===== src/rtl/cr_kme_key_tlv_req_dup_pkg.sv =====
// Shared types for the key-request TLV duplicator.
//   tlvp_if_bus_t      : one TLV bus word as carried on the CCEIP/KME request streams
//   tlv_word_0_t       : layout of tdata on the first (sot) word of a frame
//   SOT_WAIT / FWD     : request FSM state encodings
//   dup_word()         : the word as driven downstream (tlast follows eot, ordern forced to 1)
package cr_kme_key_tlv_req_dup_pkg;

  localparam int unsigned TLVP_ORD_NUM_WIDTH = 13;

  typedef struct packed {
    logic                          insert;
    logic [TLVP_ORD_NUM_WIDTH-1:0] ordern;
    logic [7:0]                    typen;
    logic                          sot;
    logic                          eot;
    logic                          tlast;
    logic                          tid;
    logic [7:0]                    tstrb;
    logic [7:0]                    tuser;
    logic [63:0]                   tdata;
  } tlvp_if_bus_t;

  typedef struct packed {
    logic [31:0] resv0;
    logic [3:0]  tlv_frame_num;
    logic [3:0]  tlv_eng_id;
    logic [7:0]  tlv_seq_num;
    logic [7:0]  tlv_len;
    logic [1:0]  resv1;
    logic [5:0]  tlv_type;
  } tlv_word_0_t;

  localparam logic [0:0] SOT_WAIT = 1'b0;
  localparam logic [0:0] FWD      = 1'b1;

  function automatic tlvp_if_bus_t dup_word(input tlvp_if_bus_t w);
    tlvp_if_bus_t r;
    r        = w;
    r.tlast  = w.eot;
    r.ordern = TLVP_ORD_NUM_WIDTH'(1);
    return r;
  endfunction

  function automatic logic [3:0] eng_id_of(input logic [63:0] tdata);
    tlv_word_0_t w0;
    w0 = tlv_word_0_t'(tdata);
    return w0.tlv_eng_id;
  endfunction

endpackage


===== src/rtl/cr_kme_fifo.sv =====
// Small synchronous skid FIFO.
//   in_valid/in_data   : write side; a write while full is dropped
//   in_stall           : full indication (suppressed by stall_override)
//   out_valid/out_data : head of FIFO, visible combinationally
//   out_ack            : pop the head this cycle
module cr_kme_fifo #(
  parameter int unsigned DATA_SIZE  = 8,
  parameter int unsigned FIFO_DEPTH = 2
) (
  input  logic                 clk,
  input  logic                 rst_n,
  input  logic                 in_valid,
  input  logic [DATA_SIZE-1:0] in_data,
  output logic                 in_stall,
  output logic                 out_valid,
  output logic [DATA_SIZE-1:0] out_data,
  input  logic                 out_ack,
  input  logic                 stall_override
);

  localparam int unsigned PtrW = (FIFO_DEPTH > 1) ? $clog2(FIFO_DEPTH) : 1;
  localparam int unsigned CntW = $clog2(FIFO_DEPTH + 1);
  localparam logic [PtrW-1:0] LastPtr = PtrW'(FIFO_DEPTH - 1);
  localparam logic [CntW-1:0] FullCnt = CntW'(FIFO_DEPTH);

  logic [DATA_SIZE-1:0] mem_q [FIFO_DEPTH];
  logic [PtrW-1:0]      wr_ptr_q, wr_ptr_d, rd_ptr_q, rd_ptr_d;
  logic [CntW-1:0]      cnt_q, cnt_d;
  logic                 full, push, pop;

  assign full      = (cnt_q == FullCnt);
  assign push      = in_valid & ~full;
  assign out_valid = (cnt_q != '0);
  assign pop       = out_ack & out_valid;
  assign out_data  = mem_q[rd_ptr_q];
  assign in_stall  = full & ~stall_override;

  always_comb begin
    wr_ptr_d = wr_ptr_q;
    rd_ptr_d = rd_ptr_q;
    cnt_d    = cnt_q;
    if (push) wr_ptr_d = (wr_ptr_q == LastPtr) ? '0 : wr_ptr_q + 1'b1;
    if (pop)  rd_ptr_d = (rd_ptr_q == LastPtr) ? '0 : rd_ptr_q + 1'b1;
    unique case ({push, pop})
      2'b10:   cnt_d = cnt_q + 1'b1;
      2'b01:   cnt_d = cnt_q - 1'b1;
      default: cnt_d = cnt_q;
    endcase
  end

  always_ff @(posedge clk or negedge rst_n) begin
    if (!rst_n) begin
      wr_ptr_q <= '0;
      rd_ptr_q <= '0;
      cnt_q    <= '0;
      for (int i = 0; i < FIFO_DEPTH; i++) mem_q[i] <= '0;
    end else begin
      wr_ptr_q <= wr_ptr_d;
      rd_ptr_q <= rd_ptr_d;
      cnt_q    <= cnt_d;
      if (push) mem_q[wr_ptr_q] <= in_data;
    end
  end

endmodule


===== src/rtl/cr_kme_key_tlv_req_dup.sv =====
// Key-request TLV duplicator: buffers CCEIP0 request words and forwards each one, in lockstep,
// to both the encrypt and validate request streams. Framing, engine id and frame length are
// checked; any violation raises a single-cycle error pulse.
//   cceip_ib_wr/tlv/full/afull : inbound request stream (afull tied low)
//   encrypt_ib_wr/tlv/full     : outbound copy to the encrypt pipeline
//   validate_ib_wr/tlv/full    : outbound copy to the validate pipeline
//   set_key_req_proto_err_int  : one-cycle protocol error pulse
module cr_kme_key_tlv_req_dup
  import cr_kme_key_tlv_req_dup_pkg::*;
#(
  parameter int unsigned FIFO_DEPTH = 2,
  parameter int unsigned MAX_WORDS  = 64
) (
  input  logic         clk,
  input  logic         rst_n,
  input  logic         cceip_ib_wr,
  input  tlvp_if_bus_t cceip_ib_tlv,
  output logic         cceip_ib_full,
  output logic         cceip_ib_afull,
  output logic         encrypt_ib_wr,
  output tlvp_if_bus_t encrypt_ib_tlv,
  input  logic         encrypt_ib_full,
  output logic         validate_ib_wr,
  output tlvp_if_bus_t validate_ib_tlv,
  input  logic         validate_ib_full,
  output logic         set_key_req_proto_err_int
);

  // Wide enough to hold the MAX_WORDS+1 saturation value for any MAX_WORDS.
  localparam int unsigned CNT_W = $clog2(MAX_WORDS + 2);
  localparam logic [CNT_W-1:0] CntMax = CNT_W'(MAX_WORDS);
  localparam logic [CNT_W-1:0] CntSat = CNT_W'(MAX_WORDS + 1);

  logic         fifo_out_valid, fifo_pop, go, fwd, err;
  tlvp_if_bus_t head;
  logic [0:0]   state_q, state_d;
  logic [CNT_W-1:0] word_cnt_q, word_cnt_d;

  cr_kme_fifo #(
    .DATA_SIZE  ($bits(tlvp_if_bus_t)),
    .FIFO_DEPTH (FIFO_DEPTH)
  ) u_fifo (
    .clk            (clk),
    .rst_n          (rst_n),
    .in_valid       (cceip_ib_wr),
    .in_data        (cceip_ib_tlv),
    .in_stall       (cceip_ib_full),
    .out_valid      (fifo_out_valid),
    .out_data       (head),
    .out_ack        (fifo_pop),
    .stall_override (1'b0)
  );

  // Both sides must be ready; a word is never written to one pipeline alone.
  assign go = fifo_out_valid & ~encrypt_ib_full & ~validate_ib_full;

  always_comb begin
    state_d    = state_q;
    word_cnt_d = word_cnt_q;
    fwd        = 1'b0;
    fifo_pop   = 1'b0;
    err        = 1'b0;
    if (fifo_out_valid) begin
      case (state_q)
        SOT_WAIT: begin
          if (head.sot) begin
            if (go) begin
              fwd      = 1'b1;
              fifo_pop = 1'b1;
              err      = (eng_id_of(head.tdata) != 4'd0);
              if (head.eot) begin
                word_cnt_d = '0;
              end else begin
                state_d    = FWD;
                word_cnt_d = CNT_W'(1);
              end
            end
          end else begin
            // Stray word outside a frame: discard without waiting for downstream.
            fifo_pop = 1'b1;
            err      = 1'b1;
          end
        end
        FWD: begin
          if (go) begin
            fwd      = 1'b1;
            fifo_pop = 1'b1;
            // Flagging only the (MAX_WORDS+1)th word gives one length pulse per frame,
            // whether or not eot lands on that word.
            err      = head.sot | (word_cnt_q == CntMax);
            if (head.eot) begin
              state_d    = SOT_WAIT;
              word_cnt_d = '0;
            end else if (word_cnt_q != CntSat) begin
              word_cnt_d = word_cnt_q + 1'b1;
            end
          end
        end
        default: state_d = SOT_WAIT;
      endcase
    end
  end

  always_ff @(posedge clk or negedge rst_n) begin
    if (!rst_n) begin
      state_q    <= SOT_WAIT;
      word_cnt_q <= '0;
    end else begin
      state_q    <= state_d;
      word_cnt_q <= word_cnt_d;
    end
  end

  assign encrypt_ib_wr             = fwd;
  assign validate_ib_wr            = fwd;
  assign encrypt_ib_tlv            = fwd ? dup_word(head) : '0;
  assign validate_ib_tlv           = fwd ? dup_word(head) : '0;
  assign set_key_req_proto_err_int = err;
  assign cceip_ib_afull            = 1'b0;

endmodule


===== config.mk =====
export PLATFORM = sky130hd
export DESIGN_NAME = cr_kme_key_tlv_req_dup
export DESIGN_NICKNAME = d
export VERILOG_FILES = /design/src/rtl/cr_kme_key_tlv_req_dup_pkg.sv /design/src/rtl/cr_kme_fifo.sv /design/src/rtl/cr_kme_key_tlv_req_dup.sv
export SDC_FILE = /design/constraint.sdc
export NUM_CORES = 1
export LEC_CHECK = 0
export CAP_MARGIN = 20
export CORE_ASPECT_RATIO = 1.5
export CORE_MARGIN = 1.5
export CORE_UTILIZATION = 33
export DETAILED_ROUTE_END_ITERATION = 10
export GPL_ROUTABILITY_DRIVEN = 0
export GPL_TIMING_DRIVEN = 0
export PLACE_DENSITY = 0.64
export REMOVE_ABC_BUFFERS = 1
export SETUP_SLACK_MARGIN = 0.2
export SYNTH_ARGS = -nofsm -noshare
export SYNTH_HDL_FRONTEND = slang
export SYNTH_SLANG_ARGS = --single-unit

===== constraint.sdc =====
create_clock -name clk -period 2 [get_ports clk]
set_input_delay 0.3 -clock clk [delete_from_list [all_inputs] [get_ports clk]]
set_output_delay 0.3 -clock clk [all_outputs]
set_load 0.005 [all_outputs]

==> flow_summary_export.csv <==
group,metric,value,unit
status,status,"finished, violations left",
status,violations,"negative setup slack",
grt,grt_pass1_vias,6854,
synthesis,ys_seq_area_frac,0.499,
sta,finalSetupViolCount,316,
run,cap_violations,0,
placement,place_hpwl,15.2,mm
sta,fin_worst_skew,0.0104,ns
synthesis,async_flop_share,1.00,
cts,cts_tree,"done",
sta,hold_violations,0,
grt,grt_max_degree,100,
synthesis,synth_area,9830,um2
synthesis,synth.area.top_cells,"dfrtp_1 50%, mux2_2 21%, mux2i_1 9.5%, buf_4 9.4%, nor2_1 3.7%",
floorplanning,die_area,30900,um2
cts,cts_buffer_depth,2,
synthesis,ys.flop_type,"dfrtp_1",
floorplanning,io_pins,328,
cts,cts-root-buf,"clkbuf_16",
detailed_routing,drt_iter0_markers,171,
floorplanning,rows,77,
hold_path,hold_path_class,"in -> async",
layout,final_core_utilization,0.479,
synthesis,synth_top_cell_area_share,0.499,
power,finalPower,20.8,mW
cts,htreeDepth,4,
placement,dp_slack,-1.33,ns
layout,fin_nets,1155,
layout,area_growth,43.1,%
detailed_routing,viasPerCell,4.65,
detailed_routing,wl_per_cell,17.6,um
layout,finalNonFillerCells,1448,
synthesis,ys_ff_latch,196,
setup_path,end_kind,"output pin",
grt,grt_remaining_overflow,0,
sta,rsz0062_at_grt,"yes",
power,power.leakage,6.52,nW
grt,grt_pass1_wl,38.3,mm
layout,regArea,4910,um2
grt,antenna_found_initial,1,
cts,insertion_delay,0.44,ns
setup_path,crit_arrival,2.77,ns
setup_path,max_stage_delay,0.61,ns
synthesis,synth-edff-count,0,
detailed_routing,drt_wl_total,25.5,mm
setup_path,cp_slowest_cell,"a2111o_2",
sta,worst_pin_slew,0.763,ns
sta,slew_headroom,0.491,
power,p_per_area,1480,nW/um2
synthesis,netlist.top_cell.by_area,"dfrtp_1",
placement,postPlaceCellArea,12500,um2
detailed_routing,drt_first_pass_iters,4,
setup_path,required,1.70,ns
sta,finalWorstSetupSlack,-1.07,ns
floorplanning,start_util,0.335,
layout,fin_area,14100,um2
layout,fillers,2665,
layout,antenna_cells,0,
setup_path,crit_chain,"inv_1, a2111o_2, buf_6, buf_12, nor2_2, clkdlybuf4s50_1",
setup_path,crit_type,"reg -> out",
cts,cts_made_buffers,17,
setup_path,start_kind,"flop",
grt,track_usage,0.165,
layout,multi_input_area,4490,um2
synthesis,netlist_instances,795,
detailed_routing,vias,6740,
detailed_routing,antenna_left,0,
floorplanning,die_w,144,um
cts,cts_sinks,196,
sta,layout_min_cycle_time,3.07,ns
power,ir_drop,620,uV
synthesis,avgSynthCellArea,12.4,um2
setup_path,worst-path-max-fanout,8,
synthesis,synth_cell_types,40,
sta,slew_viol_final,0,
synthesis,yosys_warnings,0,
sta,max_freq,325,MHz
placement,place_inst,1348,
sta,period_share,1.54,
floorplanning,coreArea,29400,um2
detailed_routing,drc,0,
placement,portBuffers,288,
cts,clkTransAtPathRegs,0.07,ns
floorplanning,fp.dieH,214,um
layout,drive_gt1_frac,0.496,
worst paths after layout:
path,end,depth (start not counted),from,slack [ns]
setup / recovery,encrypt_ib_tlv[15],6,state_q,-1.07
hold reg to reg,word_cnt_q[6],1,word_cnt_q[6],0.50
hold / removal,u_fifo.mem_q[16],2,rst_n,0.46
setup reg to reg,word_cnt_q[0],7,u_fifo.rd_ptr_q,-0.63
min in group clk,u_fifo.mem_q[151],2,cceip_ib_tlv[45],0.49
max in group asynchronous,u_fifo.mem_q[70],3,rst_n,0.55
state kept, by name (all words and copies together), names as in the netlist:
register         count
word_cnt_q           7
u_fifo.cnt_q         2
u_fifo.mem_q       184
state_q              1
u_fifo.rd_ptr_q      1
u_fifo.wr_ptr_q      1
stage by stage:
stage               setup TNS (ns)  hold slack, ns
floorplan                 -1174.21         0.00441
global placement          -3917.10           0.476
detailed placement         -256.04           0.400
CTS                        -206.00           0.458
global route               -207.70           0.477
finish                     -174.86           0.460
layout make-up:
| cell class | instances | area share |
|---|---|---|
| clock buffers | 20 | 0.0325 |
| multi-input cells | 456 | 0.319 |
| clock inverters | 12 | 0.0125 |
| inverters | 5 | 0.00222 |
| well taps | 395 | 0.0351 |
| flip-flops and latches | 196 | 0.349 |
| repair buffers | 364 | 0.250 |
repair_timing:
action                                  in CTS  in global routing
endpoints found under the hold margin       97                  0
gates resized for setup                    437                195
endpoints found under the setup margin     385                386
buffers inserted                            25                 29
cloned                                      11                  2
hold buffers                                 1                  0
pin swaps                                   23                 13
cells by family (layout without fill, tap and decap cells):
| family | count (synthesis) | count (layout) | synth area share |
|---|---|---|---|
| mux | 280 | 280 | 0.309 |
| flops | 196 | 196 | 0.499 |
| buf+inv | 169 | 401 | 0.115 |
| simple gates | 123 | 123 | 0.0540 |
| compound gates | 17 | 19 | 0.0127 |
| xor+xnor | 5 | 5 | 0.00445 |
| fa+ha+maj | 4 | 4 | 0.00509 |
| other cells | 1 | 25 | 0.000381 |
cells in the mapped netlist (3+ instances only):
cell        n
nand3_1     4
dfrtp_1   196
nor2_1     98
clkbuf_1   11
buf_4     123
xnor2_1     3
buf_2      25
nor3_1      3
o31ai_1     6
mux2i_1    93
inv_1       4
mux2_2    186
ha_1        4
nand2_1     5
buf_1       4
power by group:
group	switching, mW	total [mW]	internal, mW	leakage [nW]
sequential	1.05	7.03	5.98	2.32
clock	1.53	3.70	2.16	0.315
combinational	4.48	10.1	5.59	3.88
total	7.07	20.8	13.7	6.52
critical path: cells and delay by family (launching register included):
family | cells | cell delay, ns
and+or+nand+nor | 1 | 0.14
DFF | 1 | 0.46
AOI/OAI and AO/OA | 1 | 0.61
buffers and inverters | 4 | 1.10
metal layers:
metal  wire (um)  global-route usage  vias up
li1            -                   -     3092
met1       10400               0.195     3423
met2       13400               0.289      191
met3        1120              0.0339       32
met4         565              0.0622        2
met5           8                   0        -
cells in the final DEF, fill, tap and decap left out, types with 7 or more instances in the layout:
| cell | netlist | routed |
|---|---|---|
| mux2_2 | 186 | 185 |
| buf_16 | 0 | 15 |
| dlygate4sd2_1 | 0 | 20 |
| buf_4 | 123 | 33 |
| mux2i_1 | 93 | 92 |
| buf_6 | 1 | 14 |
| nor2_1 | 98 | 7 |
| clkbuf_2 | 0 | 46 |
| clkbuf_16 | 0 | 18 |
| nor2_2 | 1 | 30 |
| clkdlybuf4s15_2 | 0 | 17 |
| dfrtp_1 | 196 | 195 |
| dlymetal6s2s_1 | 0 | 15 |
| buf_2 | 25 | 60 |
| clkdlybuf4s50_1 | 0 | 122 |
| conb_1 | 1 | 25 |
| nor2_4 | 0 | 62 |
| buf_12 | 0 | 9 |
No activity file was read; power rests on OpenSTA's default activity.
